$ cat config.mk
export PLATFORM = sky130hd
export DESIGN_NAME = vld_ram_reader
export DESIGN_NICKNAME = d
export VERILOG_FILES = /design/src/rtl/vld_ram_pkg.sv /design/src/rtl/vld_sync_fifo.sv /design/src/rtl/vld_ram_reader.sv
export SDC_FILE = /design/constraint.sdc
export NUM_CORES = 1
export LEC_CHECK = 0
export CORE_MARGIN = 1
export CORE_UTILIZATION = 50
export CTS_CLUSTER_DIAMETER = 30
export DETAILED_ROUTE_END_ITERATION = 8
export GPL_TIMING_DRIVEN = 0
export PLACE_DENSITY = 0.74
export SLEW_MARGIN = 5
export SYNTH_ARGS = -nofsm -noshare
export SYNTH_HDL_FRONTEND = slang
export SYNTH_SLANG_ARGS = --single-unit
$ cat constraint.sdc
create_clock -name clk -period 8.56 [get_ports clk]
set_clock_uncertainty 0.2 [all_clocks]
set_input_delay 1.712 -clock clk [delete_from_list [all_inputs] [get_ports clk]]
set_output_delay 1.712 -clock clk [all_outputs]
set_load 0.05 [all_outputs]
$ cat src/rtl/vld_ram_pkg.sv
// Shared FSM encoding for the valid-qualified RAM burst reader.
// The constants stay plain so older code can compare against them directly.
package vld_ram_pkg;

    localparam logic [1:0] ST_IDLE  = 2'd0;
    localparam logic [1:0] ST_ISSUE = 2'd1;
    localparam logic [1:0] ST_DRAIN = 2'd2;
    localparam logic [1:0] ST_DONE  = 2'd3;

    typedef enum logic [1:0] {
        S_IDLE  = ST_IDLE,
        S_ISSUE = ST_ISSUE,
        S_DRAIN = ST_DRAIN,
        S_DONE  = ST_DONE
    } state_e;

endpackage

$ cat src/rtl/vld_sync_fifo.sv
// First-word-fall-through synchronous FIFO whose outputs come only from state.
// Reset flushes the pointers, the count and the storage.
module vld_sync_fifo #(
    parameter int WIDTH = 33,
    parameter int DEPTH = 4
) (
    input  logic                       clk,
    input  logic                       rst,
    input  logic                       push,
    input  logic [WIDTH-1:0]           din,
    input  logic                       pop,
    output logic [WIDTH-1:0]           dout,
    output logic                       valid,
    output logic [$clog2(DEPTH):0]     count
);

    localparam int PW = $clog2(DEPTH);
    localparam int CW = PW + 1;

    logic [WIDTH-1:0] mem_q [DEPTH];
    logic [WIDTH-1:0] mem_d [DEPTH];
    logic [PW-1:0]    wr_q, wr_d;
    logic [PW-1:0]    rd_q, rd_d;
    logic [CW-1:0]    cnt_q, cnt_d;
    logic             do_push;
    logic             do_pop;

    assign do_pop  = pop && (cnt_q != '0);
    assign do_push = push && ((cnt_q != CW'(DEPTH)) || do_pop);

    always_comb begin
        mem_d = mem_q;
        wr_d  = wr_q;
        rd_d  = rd_q;
        cnt_d = cnt_q;
        if (do_push) begin
            mem_d[wr_q] = din;
            wr_d        = wr_q + 1'b1;
        end
        if (do_pop) begin
            rd_d = rd_q + 1'b1;
        end
        // a simultaneous push and pop leaves the occupancy unchanged
        case ({do_push, do_pop})
            2'b10:   cnt_d = cnt_q + 1'b1;
            2'b01:   cnt_d = cnt_q - 1'b1;
            default: cnt_d = cnt_q;
        endcase
    end

    always_ff @(posedge clk or posedge rst) begin
        if (rst) begin
            for (int i = 0; i < DEPTH; i++) begin
                mem_q[i] <= '0;
            end
            wr_q  <= '0;
            rd_q  <= '0;
            cnt_q <= '0;
        end else begin
            mem_q <= mem_d;
            wr_q  <= wr_d;
            rd_q  <= rd_d;
            cnt_q <= cnt_d;
        end
    end

    assign dout  = mem_q[rd_q];
    assign valid = (cnt_q != '0);
    assign count = cnt_q;

endmodule

$ cat src/rtl/vld_ram_reader.sv
// Burst reader: issues credit-limited RAM reads and streams the words out.
// Credits count reads in flight plus words buffered, so the FIFO cannot overflow.
module vld_ram_reader
    import vld_ram_pkg::*;
#(
    parameter int DATA_WIDTH = 32,
    parameter int ADDR_WIDTH = 12,
    parameter int FIFO_DEPTH = 4
) (
    input  logic                  clk,
    input  logic                  rst,
    input  logic                  start,
    input  logic [ADDR_WIDTH-1:0] start_addr,
    input  logic [ADDR_WIDTH:0]   length,
    output logic                  busy,
    output logic                  done,
    output logic                  ram_addr_vld,
    output logic [ADDR_WIDTH-1:0] ram_addr,
    output logic                  ram_wr_en,
    output logic [DATA_WIDTH-1:0] ram_din,
    input  logic                  ram_dout_vld,
    input  logic [DATA_WIDTH-1:0] ram_dout,
    output logic                  m_valid,
    input  logic                  m_ready,
    output logic [DATA_WIDTH-1:0] m_data,
    output logic                  m_last
);

    localparam int CW = $clog2(FIFO_DEPTH) + 1;

    state_e                state_q, state_d;
    logic [ADDR_WIDTH-1:0] addr_q, addr_d;
    logic [ADDR_WIDTH:0]   rem_q, rem_d;
    logic                  infl_q, infl_d;
    logic                  infl_last_q, infl_last_d;

    logic [CW-1:0]         fifo_cnt;
    logic [CW-1:0]         credits;
    logic                  fifo_valid;
    logic [DATA_WIDTH:0]   fifo_dout;
    logic                  issue;
    logic                  push;
    logic                  pop;

    assign credits = fifo_cnt + CW'(infl_q);
    assign issue   = (state_q == S_ISSUE) && (credits < CW'(FIFO_DEPTH));
    // responses without a matching request (idle, or after reset) are dropped
    assign push    = ram_dout_vld && infl_q && (state_q != S_IDLE);
    assign pop     = fifo_valid && m_ready;

    assign infl_d      = issue;
    assign infl_last_d = issue && (rem_q == (ADDR_WIDTH+1)'(1));

    always_comb begin
        state_d = state_q;
        addr_d  = addr_q;
        rem_d   = rem_q;
        case (state_q)
            S_IDLE: begin
                if (start) begin
                    if (length != '0) begin
                        addr_d  = start_addr;
                        rem_d   = length;
                        state_d = S_ISSUE;
                    end else begin
                        state_d = S_DONE;
                    end
                end
            end
            S_ISSUE: begin
                if (issue) begin
                    addr_d = addr_q + 1'b1;
                    rem_d  = rem_q - 1'b1;
                    if (rem_q == (ADDR_WIDTH+1)'(1)) begin
                        state_d = S_DRAIN;
                    end
                end
            end
            S_DRAIN: begin
                if (pop && fifo_dout[DATA_WIDTH]) begin
                    state_d = S_DONE;
                end
            end
            default: state_d = S_IDLE;
        endcase
    end

    always_ff @(posedge clk or posedge rst) begin
        if (rst) begin
            state_q     <= S_IDLE;
            addr_q      <= '0;
            rem_q       <= '0;
            infl_q      <= 1'b0;
            infl_last_q <= 1'b0;
        end else begin
            state_q     <= state_d;
            addr_q      <= addr_d;
            rem_q       <= rem_d;
            infl_q      <= infl_d;
            infl_last_q <= infl_last_d;
        end
    end

    vld_sync_fifo #(
        .WIDTH (DATA_WIDTH + 1),
        .DEPTH (FIFO_DEPTH)
    ) u_fifo (
        .clk   (clk),
        .rst   (rst),
        .push  (push),
        .din   ({infl_last_q, ram_dout}),
        .pop   (pop),
        .dout  (fifo_dout),
        .valid (fifo_valid),
        .count (fifo_cnt)
    );

    assign busy         = (state_q != S_IDLE);
    assign done         = (state_q == S_DONE);
    assign ram_addr_vld = issue;
    assign ram_addr     = addr_q;
    assign ram_wr_en    = 1'b0;
    assign ram_din      = '0;
    assign m_valid      = fifo_valid;
    assign m_data       = fifo_dout[DATA_WIDTH-1:0];
    assign m_last       = fifo_valid && fifo_dout[DATA_WIDTH];

endmodule

==> results_dict.tcl <==
set metrics [dict create \
    status "completed" \
    cts_resized 0 \
    yosysSeqAreaShare 0.507 \
    synth_area_sq_um 8280 \
    async_flop_share 1.00 \
    dominantRegCellSynth "dfrtp_1" \
    wirelength_mm 17.6 \
    avgSynthCellArea_sq_um 13.6 \
    cts_tree "done" \
    period_share 0.560 \
    synth_cell_types 55 \
    htree_levels 4 \
    die_x_um 131 \
    ctsRootBufferMaster "clkbuf_16" \
    whs_endpoint "u_fifo.mem_q[70]" \
    rows 46 \
    start_kind "flop" \
    overflow 0 \
    crit_required_ns 6.65 \
    syn_to_final_growth_pct 25.5 \
    hp-start "u_fifo.mem_q[70]" \
    rsz0062_at_grt "no" \
    critical_path.max_fanout 10 \
    timing.rr.end "u_fifo.count[1]" \
    grt_pass1_vias 5817 \
    synth_enable_flop_cells 0 \
    yosysTopAreaCellShare 0.507 \
    critPathKind "reg2out" \
    routabilityCongestion 0.875 \
    clkPwrFrac 0.180 \
    grtUsageTotal 0.223 \
    reg2regPathDepth 8 \
    grt_util_met1 0.280 \
    min_period_ns 4.79 \
    clock.fmax_mhz 209 \
    start_util 0.516 \
    drv_slew 0 \
    die-area_sq_um 17100 \
    hold_path_class "reg2reg" \
    yosysMostFrequentCell "dfrtp_1" \
    cts_sinks 168 \
    p_per_area_nw_per_um2 400 \
    p_sw_frac 0.412 \
    relSlewSlack 0.448 \
    vdd_drop_max_uv 260 \
    drtAntennaViolNets 0 \
    switchingPower_uw 1710 \
    cap_violations 0 \
    drt-initial-drc-count 248 \
    postCtsHoldBufs 0 \
    seqPwrFrac 0.322 \
    holdPathStages 1 \
    layout-drive-gt1-share 0.339 \
    finalSetupViolCount 0 \
    clockBufferDepth 2 \
    combinationalPowerShare 0.498 \
    final_hold_viol_count 0 \
    p_int_uw 2450 \
    synth-seq-cells 168 \
    clkTransAtPathRegs_ns 0.06 \
    yosys.area.top_type "dfrtp_1" \
    grt_antenna_before_repair 0 \
    clk_latency_ns 0.42 \
    viasPerCell 5.48 \
    dieHeight_um 131 \
    grt_use_met3 0.0537 \
    yosys_warnings 0 \
    io_pins 144 \
    use_met2 0.378 \
    port_buffers 110 \
    cts_buffers 17 \
    synth.cells.most_frequent "dfrtp_1 (168), mux2_2 (124), nand2_1 (35)" \
    post-cts-setup-buffer-count 0 \
    r2r_setup_slack_ns 5.96 \
    core-area_sq_um 16100 \
    worstMarginPinSlew_ns 0.820 \
    cp.arrival_ns 2.88 \
    grt_max_degree 93 \
    leakagePower_uw 0.00479 \
    firstDrtPassIters 5 \
    cp-end-kind "output port" \
    post-place-ws_ns 4.17 \
    nets 844 \
    top_usage_layer "met2" \
    post-dp-hpwl_mm 12.4 \
    grt_pass1_wl_mm 28.9 \
    antenna_cells 0 \
    finalWorstSetupSlack_ns 3.77 \
    r2r-start "state_q[0]" \
    postSynthCellCount 607 \
    drc_errors 0 \
    wl_per_cell_um 17.6 \
    vias 5473 \
    fin_setup_tns_ns 0 \
    synth_top_cells_by_area "dfrtp_1 (51%), mux2_2 (17%), mux4_2 (9.0%)" \
]
state kept, by name (all words and copies together) (netlist names):
name,count
u_fifo.mem_q,132
rem_q,13
ram_addr,12
u_fifo.count,3
state_q,2
u_fifo.rd_q,2
u_fifo.wr_q,2
infl_last_q,1
infl_q,1
logic make-up after synthesis:
| family | share of synthesized area |
|---|---|
| AOI/OAI and AO/OA | 0.0495 |
| xor gates and xnor gates | 0.00740 |
| adders and majority gates | 0.0205 |
| buffers and inverters | 0.0643 |
| DFF | 0.507 |
| muxes | 0.279 |
| other | 0.000453 |
| and+or+nand+nor | 0.0714 |
how the worst max path moves through the flow:
stage                         startpoint                to  slack [ns]  cells past startpoint
final                     u_fifo.rd_q[1]        m_data[29]        3.77                      4
after global routing      u_fifo.rd_q[1]        m_data[17]        3.62                      4
after CTS                 u_fifo.rd_q[1]        m_data[17]        3.69                      4
after detailed placement  u_fifo.rd_q[1]        m_data[17]        4.17                      4
after global placement               rst  u_fifo.mem_q[87]        0.21                      2
after floorplan                      rst       infl_last_q        2.10                      1
placed cells by master, fill, tap and decap left out, types with 9 or more instances in the layout:
| cell | count |
|---|---|
| a21oi_1 | 18 |
| buf_2 | 9 |
| buf_4 | 34 |
| buf_6 | 12 |
| clkbuf_16 | 17 |
| clkdlybuf4s50_1 | 110 |
| conb_1 | 33 |
| dfrtp_1 | 168 |
| ha_1 | 12 |
| inv_1 | 13 |
| mux2_2 | 124 |
| mux4_2 | 33 |
| nand2_1 | 35 |
| nand3_1 | 18 |
| nor2_1 | 12 |
| o21ai_0 | 14 |
per-layer routing:
metal  vias to the layer above  wire [um]
li1                       2495          -
met1                      2763       7350
met2                       184       8850
met3                        31       1070
met4                         0        344
met5                         -          0
power by group through the flow:
stage                     registers [uW]  clock network [uW]  logic [uW]
final                               1340                 749        2070
after global routing                1380                 802        2220
after global placement              1320                   0        2040
after detailed placement            1350                   0        2090
after floorplan                     1380                   0        1450
after CTS                           1340                 764        2090
final cells by class:
cell class | count | area, sq um
Fill cell | 1138 | 5660
Sequential cell | 168 | 4200
Multi-Input combinational cell | 390 | 3670
Timing Repair Buffer | 111 | 1130
Clock buffer | 22 | 494
Buffer | 66 | 477
Tap cell | 216 | 270
Clock inverter | 10 | 93.8
Inverter | 15 | 63.8
critical path: stages (launching register included):
cell	delay (ns)
dfrtp_1	0.32
clkbuf_1	0.39
buf_2	0.43
mux4_2	0.56
clkdlybuf4s50_1	0.75
stage by stage:
stage	total power (uW)	utilization	hold slack, ns	instances	area (sq um)
after global placement	3360	0.609	0.281	965	9780
after CTS	4190	0.648	0.301	998	10400
after floorplan	2830	-	0.273	639	8400
after global routing	4400	0.648	0.310	998	10400
after detailed placement	3430	0.611	0.290	966	9810
final	4160	0.648	0.301	998	10400
(Power assumes the default switching activity.)
